### src/rtl/seg7_scan_decoder.sv
// Receive-side decoder for a multiplexed active-low 7-segment bus: filters scan
// transitions, decodes each stable digit and reassembles full scans into frames.
module seg7_scan_decoder #(
  parameter int NDIG          = 4,
  parameter int STABLE_CYCLES = 4
) (
  input  logic                  clk,
  input  logic                  rst,
  input  logic [6:0]            seg,
  input  logic [NDIG-1:0]       an,
  output logic [4*NDIG-1:0]     hex_out,
  output logic [NDIG-1:0]       blank_out,
  output logic                  frame_done,
  output logic                  code_err
);

  localparam int CNT_W = (STABLE_CYCLES > 2) ? $clog2(STABLE_CYCLES) : 1;
  localparam logic [CNT_W-1:0] CNT_MAX = CNT_W'(STABLE_CYCLES - 1);

  typedef enum logic [1:0] {
    WAIT_SYNC = 2'd0,
    COLLECT   = 2'd1,
    DONE      = 2'd2
  } state_t;

  // Returns {err, blank, value}; blank and err both force value to zero.
  function automatic logic [5:0] f_decode(input logic [6:0] s);
    case (s)
      7'h40:   return {2'b00, 4'h0};
      7'h79:   return {2'b00, 4'h1};
      7'h24:   return {2'b00, 4'h2};
      7'h30:   return {2'b00, 4'h3};
      7'h19:   return {2'b00, 4'h4};
      7'h12:   return {2'b00, 4'h5};
      7'h02:   return {2'b00, 4'h6};
      7'h78:   return {2'b00, 4'h7};
      7'h00:   return {2'b00, 4'h8};
      7'h10:   return {2'b00, 4'h9};
      7'h08:   return {2'b00, 4'hA};
      7'h03:   return {2'b00, 4'hB};
      7'h46:   return {2'b00, 4'hC};
      7'h21:   return {2'b00, 4'hD};
      7'h06:   return {2'b00, 4'hE};
      7'h0E:   return {2'b00, 4'hF};
      7'h7F:   return {2'b01, 4'h0};
      default: return {2'b11, 4'h0};
    endcase
  endfunction

  logic [6:0]         r_seg_p0, r_seg_p1;
  logic [NDIG-1:0]    r_an_p0, r_an_p1;
  logic [CNT_W-1:0]   r_cnt;
  logic               r_captured;
  state_t             r_state;
  state_t             w_state_next;
  logic [NDIG-1:0]    r_mask;
  logic [4*NDIG-1:0]  r_dig;
  logic [NDIG-1:0]    r_blk;
  logic [4*NDIG-1:0]  r_hex;
  logic [NDIG-1:0]    r_blank;
  logic               r_code_err;

  logic               w_same;
  logic [NDIG-1:0]    w_an_act;
  logic               w_onehot;
  logic               w_capture;
  logic [5:0]         w_dec;
  logic               w_accept;
  logic               w_frame_done;
  logic [4*NDIG-1:0]  w_dig_next;
  logic [NDIG-1:0]    w_blk_next;
  logic [NDIG-1:0]    w_mask_next;

  // Stage p0/p1: two-flop synchronizer, idle (all-ones) out of reset
  always_ff @(posedge clk or posedge rst) begin
    if (rst) begin
      r_seg_p0 <= '1;
      r_seg_p1 <= '1;
      r_an_p0  <= '1;
      r_an_p1  <= '1;
    end else begin
      r_seg_p0 <= seg;
      r_seg_p1 <= r_seg_p0;
      r_an_p0  <= an;
      r_an_p1  <= r_an_p0;
    end
  end

  // The sample about to become current is compared with the current one, so a
  // change is seen one edge earlier than a separate history register would.
  assign w_same    = ({r_an_p0, r_seg_p0} == {r_an_p1, r_seg_p1});
  assign w_an_act  = ~r_an_p1;
  assign w_onehot  = ($countones(w_an_act) == 1);
  assign w_capture = w_same && (r_cnt == CNT_MAX) && !r_captured && w_onehot;
  assign w_dec     = f_decode(r_seg_p1);

  // Stability filter: saturating run-length counter, one capture per run
  always_ff @(posedge clk or posedge rst) begin
    if (rst) begin
      r_cnt      <= '0;
      r_captured <= 1'b0;
    end else if (!w_same) begin
      r_cnt      <= '0;
      r_captured <= 1'b0;
    end else begin
      if (r_cnt != CNT_MAX) r_cnt <= CNT_W'(r_cnt + 1'b1);
      if (w_capture) r_captured <= 1'b1;
    end
  end

  always_ff @(posedge clk or posedge rst) begin
    if (rst) r_state <= WAIT_SYNC;
    else     r_state <= w_state_next;
  end

  always_comb begin
    w_state_next = r_state;
    case (r_state)
      WAIT_SYNC: if (w_capture && w_an_act[0]) w_state_next = COLLECT;
      COLLECT:   if (w_capture && (&(r_mask | w_an_act))) w_state_next = DONE;
      DONE:      w_state_next = COLLECT;
      default:   w_state_next = WAIT_SYNC;
    endcase
  end

  // Until the first digit 0 is seen, captures of other digits are discarded
  always_comb begin
    w_accept     = 1'b0;
    w_frame_done = 1'b0;
    case (r_state)
      WAIT_SYNC: w_accept = w_capture && w_an_act[0];
      COLLECT:   w_accept = w_capture;
      DONE:      w_frame_done = 1'b1;
      default:   w_accept = 1'b0;
    endcase
  end

  always_comb begin
    w_dig_next = r_dig;
    w_blk_next = r_blk;
    for (int i = 0; i < NDIG; i++) begin
      if (w_accept && w_an_act[i]) begin
        w_dig_next[4*i +: 4] = w_dec[3:0];
        w_blk_next[i]        = w_dec[4];
      end
    end
  end

  always_comb begin
    w_mask_next = r_mask;
    if (r_state == DONE)  w_mask_next = '0;
    else if (w_accept)    w_mask_next = r_mask | w_an_act;
  end

  // Frame snapshot is taken on the final capture edge so it is already valid
  // while frame_done is high.
  always_ff @(posedge clk or posedge rst) begin
    if (rst) begin
      r_mask     <= '0;
      r_dig      <= '0;
      r_blk      <= '1;
      r_hex      <= '0;
      r_blank    <= '1;
      r_code_err <= 1'b0;
    end else begin
      r_mask     <= w_mask_next;
      r_dig      <= w_dig_next;
      r_blk      <= w_blk_next;
      r_code_err <= w_capture && w_dec[5];
      if ((r_state == COLLECT) && (w_state_next == DONE)) begin
        r_hex   <= w_dig_next;
        r_blank <= w_blk_next;
      end
    end
  end

  assign hex_out    = r_hex;
  assign blank_out  = r_blank;
  assign frame_done = w_frame_done;
  assign code_err   = r_code_err;

endmodule
### config.mk
export PLATFORM = sky130hd
export DESIGN_NAME = seg7_scan_decoder
export DESIGN_NICKNAME = d
export VERILOG_FILES = /design/src/rtl/seg7_scan_decoder.sv
export SDC_FILE = /design/constraint.sdc
export NUM_CORES = 1
export LEC_CHECK = 0
export ABC_AREA = 1
export CAP_MARGIN = 20
export CORE_AREA = 5 5 87 89
export DETAILED_ROUTE_END_ITERATION = 16
export DIE_AREA = 0 0 92 94
export PLACE_DENSITY_LB_ADDON = 0.12
export SKIP_CTS_REPAIR_TIMING = 1
export SKIP_LAST_GASP = 1
export SLEW_MARGIN = 20
export SYNTH_ARGS = -nofsm -noshare
export SYNTH_HDL_FRONTEND = slang
export SYNTH_SLANG_ARGS = --single-unit
### constraint.sdc
create_clock -name clk -period 4.85 [get_ports clk]
set_clock_uncertainty 0.15 [all_clocks]
set_input_delay 0.7275 -clock clk [delete_from_list [all_inputs] [get_ports clk]]
set_output_delay 0.7275 -clock clk [all_outputs]
set_load 0.01 [all_outputs]
Word-level counts from Yosys, hierarchy flattened
Cells that the tools add are included.

Bits in read-only memories: 0. Bits in latches: 0. Output and inout bits: 22. RAM bits: 0. Memories: 0. Input bits: 13. Word-level logic and storage cells: 80. Flip-flop bits (word level): 72.

Equality and inequality tests: 25. Add/sub/neg operators: 4. Muxes and demuxes: 20. Divide/modulo/power cells: 0. Order comparisons: 0. Shifts and indexed selects: 0. Reduce and logical (&&, ||, !) cells: 16. Multipliers: 0. Bitwise operators: 2.

Operator list (count): case mux 6 bit (17 select lines) (1); equality test 7 bit (second input constant) (5); two-way mux 4 bit (6); equality test 7 x 5 -> 1 bit (second input constant) (3); equality test 7 x 6 -> 1 bit (second input constant) (3); equality test 7 x 2 -> 1 bit (second input constant) (2); equality test 7 x 4 -> 1 bit (second input constant) (2); equality test 11 bit (1); logical AND 1 bit (11); two-way mux 2 bit (4); equality test 7 x 3 -> 1 bit (second input constant) (1); logical NOT 7 bit (1); two-way mux 1 bit (7); equality test 2 bit (second input constant) (3); case mux 2 bit (3 select lines) (1); adder 1 x 1 -> 2 bit (2); inequality test 2 x 1 -> 1 bit (second input constant) (2); inverter 4 bit (1); OR 4 bit (1); AND reduction 4 bit (1); adder 2 x 2 -> 3 bit (1); equality test 3 x 1 -> 1 bit (second input constant) (1); adder 2 x 1 -> 2 bit (second input constant) (1); equality test 2 x 1 -> 1 bit (second input constant) (1); other kinds (5) (5).

Longest topological paths before layout
Depth in word-level cells: 10. Depth in mapped cells: 13. Gate-level depth less buffers: 13.

Worst setup path after synthesis
No wires, ideal clock.

Path kind: register -> register. From: register r_an_p1[3]. To: register r_hex[10] (netlist: hex_out[10]). Slack: 2073 ps. Arrival time: 2511 ps. Setup time: 117 ps. Data required time: 4583 ps. Clock period less this slack: 2777 ps. Buffers on the path: 1. Stages on the path, launching flop included: 14. Path through: dfstp_2 fa_1 inv_1 ha_1 ha_1 nor2_1 nand2_1 nor3_4 nand3_2 nor3_4 inv_2 buf_6 nand2_1 nand2_1.

Cells in the longest elaborated chain, start to end: 10. Elaborated cells on any way between the ends: 20. Those cells by class: add/sub: 2; eq/ne: 3; mux: 5; bitwise: 2; reduce/logical: 8.

RTL lines: from (decl) (line 51) `logic [NDIG-1:0] r_an_p0, r_an_p1;`; from (signal assigned) (line 85) `r_an_p1 <= r_an_p0;`; inverter 4 bit (line 92) `assign w_an_act = ~r_an_p1;`; adder 1 x 1 -> 2 bit (implied by the code) (line 93) `assign w_onehot = ($countones(w_an_act) == 1);`; adder 2 x 2 -> 3 bit (implied by the code) (line 93); equality test 3 x 1 -> 1 bit (line 93); logical AND 1 bit (line 94) `assign w_capture = w_same && (r_cnt == CNT_MAX) && !r_captured && w_onehot;`; logical AND 1 bit, on equally long branches (line 120, 119, 131); two-way mux 2 bit, on equally long branches (line 120, 119); case mux 2 bit (3 select lines) (line 118) `case (r_state)`; equality test 2 bit (line 170) `if ((r_state == COLLECT) && (w_state_next == DONE)) begin`; logical AND 1 bit (line 170); to (signal assigned) (line 171) `r_hex <= w_dig_next;`; to (decl) (line 59) `logic [4*NDIG-1:0] r_hex;`.

Parallel ways exist; a longest one is shown, timed or not. A chain may end at the register's enable or synchronous reset.

Worst setup path after layout
From: register r_an_p1[3]. To: register r_hex[12] (netlist: hex_out[12]).

Same word-level chain as after synthesis.

==> impl_metrics.py <==
metrics = {
    "synthesis": {
        "yosysWarnings": 0,
        "syn_inst": 392,
        "yosysUniqueCellTypes": 25,
        "ys_seq_area_share_pct": 56.8,
        "synth_area_per_cell_sq_um": 8.26,
        "synthFlopType": "dfrtp_1",
        "postSynth.asyncResetShare_pct": 100,
        "synth.area.top_cells": "dfrtp_1 32%, dfstp_2 24%, nand2_1 22%",
        "netlist_area_sq_mm": 0.00324,
        "synth_top_cell_by_area": "dfrtp_1",
        "ys_seq_elements": 72,
        "synthesis.nets": 409,
        "synth_edf_count": 0,
        "synth_top_area_share_pct": 32.5,
    },
    "detailed_routing": {
        "drtAntennaViolNets": 0,
        "via_count": 2491,
        "drc": 0,
        "finalWirelength_um": 6770,
        "vias_per_cell": 4.79,
        "avgRoutedWirePerCell_um": 13.0,
        "dr.pass1.iters": 4,
        "drtIter0Drc": 157,
    },
    "placed_design": {
        "dp_cells": 504,
        "portBuffers": 34,
        "hpwl_um": 4810,
        "place_congestion": 0.888,
        "place_area_sq_mm": 0.00365,
    },
    "power_and_ir_drop": {
        "p_leak_nw": 2.02,
        "vdd_drop_max_v": 0.000177,
        "power_density_mw_per_mm2": 318,
    },
    "final_layout": {
        "final_cells": 520,
        "fin_area_sq_mm": 0.00388,
        "drive_above_1_share_pct": 13.0,
        "layout.nets": 452,
        "num_antenna_cells": 0,
        "synthToLayoutAreaGrowth_pct": 19.8,
    },
    "sta": {
        "fmaxAchievable_ghz": 0.293,
        "period_share_pct": 70.3,
        "hold_viol": 0,
        "tightest_slew_ns": 0.782,
        "hold_slack_ns": 0.223,
        "slew_headroom_pct": 47.8,
        "report.final.slew_viol_count": 0,
        "grt_setup_unrepaired": "false",
        "fin_tns_setup_ns": 0,
        "fin_crit_ns": 3.41,
        "setup_violations": 0,
    },
    "worst_hold_path": {
        "hp-class": "flop to flop",
        "hold_path_depth": 0,
        "hold-path-endpoint": "r_seg_p1[3]",
        "hold_path_startpoint": "r_seg_p0[3]",
    },
    "worst_setup_path": {
        "cp.arrival_ns": 3.49,
        "cp_max_fo": 20,
        "timing.critical_path.cells": "fa_1 -> inv_1 -> ha_1 -> ha_1 -> nor2_1 -> nand2_1 -> nor3_4 -> nand3_2 -> nor3_4 -> inv_2 -> nand2_1 -> nand2_1",
        "end_kind": "flop",
        "crit_path_frequent_cell": "nand2_1",
        "slowest_stage": "dfstp_2",
        "ff2ff_setup_slack_ns": 1.44,
        "cp_num_buf_inv": 2,
        "r2r-end": "hex_out[12]",
        "required_ns": 4.93,
        "critPathTopFamily": "simple AND/OR/NAND/NOR gates",
        "worst-setup-path-type": "flop to flop",
        "critPathLaunchType": "flop",
        "r2r_cells": 12,
        "reg2reg_from": "r_an_p1[3]",
        "worst_path_largest_cell_delay_ns": 0.60,
    },
    "flow_run": {
        "maxCapViolCount": 0,
    },
    "clock_tree": {
        "h-tree-depth": 3,
        "clk_pin_slew_worst_paths_ns": 0.08,
        "clock-sinks": 72,
        "root_buffer": "clkbuf_8",
        "numCtsBuffers": 9,
        "clkLatencyLatePin_ns": 0.35,
        "clock_path_buffers": 2,
        "cts_tree": "built",
    },
    "global_routing": {
        "grt_usage_pct": 17.6,
        "grt_pass1_wl_um": 11700,
        "antenna_found_initial": 0,
        "grt-ovfl-total": 0,
        "grt_max_degree": 47,
        "grt_pass1_vias": 2488,
    },
    "floorplanning": {
        "fp.dieW_um": 92,
        "placementRows": 30,
        "die_h_um": 94,
        "dieArea_sq_mm": 0.00865,
        "start_util_pct": 48.4,
        "ios": 35,
        "core_sq_mm": 0.00668,
    },
    "status": {
        "status": "finished, final reports clean",
    },
}
state kept, by name (all words and copies together), names as in the netlist, 4 cells and up:
register,cells
r_an_p0,4
hex_out,16
r_seg_p0,7
r_blk,4
r_mask,4
blank_out,4
r_dig,16
r_seg_p1,7
r_an_p1,4
cells by family (layout without fill, tap and decap cells):
| family | after synthesis | in the layout | synth area share [%] |
|---|---|---|---|
| AO/OA/AOI/OAI | 10 | 10 | 1.70 |
| XOR/XNOR | 5 | 5 | 1.35 |
| adder cells (fa/ha/maj) | 4 | 4 | 1.78 |
| buffers and inverters | 41 | 89 | 5.45 |
| flip-flops | 72 | 72 | 56.8 |
| AND/OR/NAND/NOR | 260 | 260 | 32.9 |
layout by cell type (no fill, tap or decap), drive strengths merged, types with 2 or more instances in the layout:
master / n
nand2: 189
nor2: 45
dfrtp: 42
inv: 40
clkdlybuf4s50: 34
dfstp: 30
nand3: 10
clkbuf: 9
nand4: 7
nor3: 6
o21ai: 4
xnor2: 3
a21oi: 3
ha: 3
clkinv: 3
xor2: 2
o22ai: 2
bufinv: 2
cell type report:
cell class | count | area, sq um
clock buffers | 9 | 124
clock inverters | 7 | 100
fillers | 624 | 2810
inverters | 38 | 144
multi-input cells | 279 | 1220
flip-flops and latches | 72 | 1840
well taps | 80 | 100
repair buffers | 35 | 348
routing by layer:
layer	GRT usage [%]	wire, um	vias to the layer above	share of wire, %
met1	23.8	3270	1154	48
met5	0	0	-	0
met3	4.41	309	6	4.6
met4	7.80	85	0	1.3
li1	-	-	1286	-
met2	26.9	3100	45	46
per-stage QoR:
stage / total power, mW / setup WS (ns) / util [%]
after detailed placement: 0.709 / 1.45 / 54.6
final: 1.23 / 1.44 / 58.0
after global routing: 1.29 / 1.17 / 58.0
after global placement: 0.707 / 1.54 / 54.6
after CTS: 1.24 / 1.44 / 58.0
after floorplan: 0.683 / 2.07 / -
Yosys cell counts (4+ instances only):
cell type,instances
dfrtp_1,42
dfstp_2,30
inv_1,36
nand2_1,189
nand3_1,8
nand4_1,7
nor2_1,43
nor3_1,4
o21ai_0,4
worst reg2reg max path, cell delays in order (launching register included):
cell	delay (ns)
dfstp_2	0.60
fa_1	0.43
inv_1	0.07
ha_1	0.14
ha_1	0.23
nor2_1	0.11
nand2_1	0.09
nor3_4	0.27
nand3_2	0.17
nor3_4	0.54
inv_2	0.32
nand2_1	0.13
nand2_1	0.07
where the power goes:
part           internal, mW  switching, mW  leakage (nW)  total (mW)
Sequential            0.618         0.0109         0.901       0.629
Clock                 0.295          0.239         0.115       0.534
Combinational        0.0253         0.0438          1.00      0.0691
Total                 0.938          0.294          2.02        1.23
worst max path at each step:
stage,end,slack (ns),cells after the start,from
finish,hex_out[12],1.44,12,r_an_p1[3]
global route,hex_out[12],1.17,12,r_an_p1[3]
CTS,hex_out[12],1.44,12,r_an_p1[3]
detailed placement,hex_out[11],1.45,12,r_an_p1[3]
global placement,hex_out[3],1.54,12,r_an_p1[3]
floorplan,hex_out[10],2.07,13,r_an_p1[3]
(Power assumes the default switching activity.)
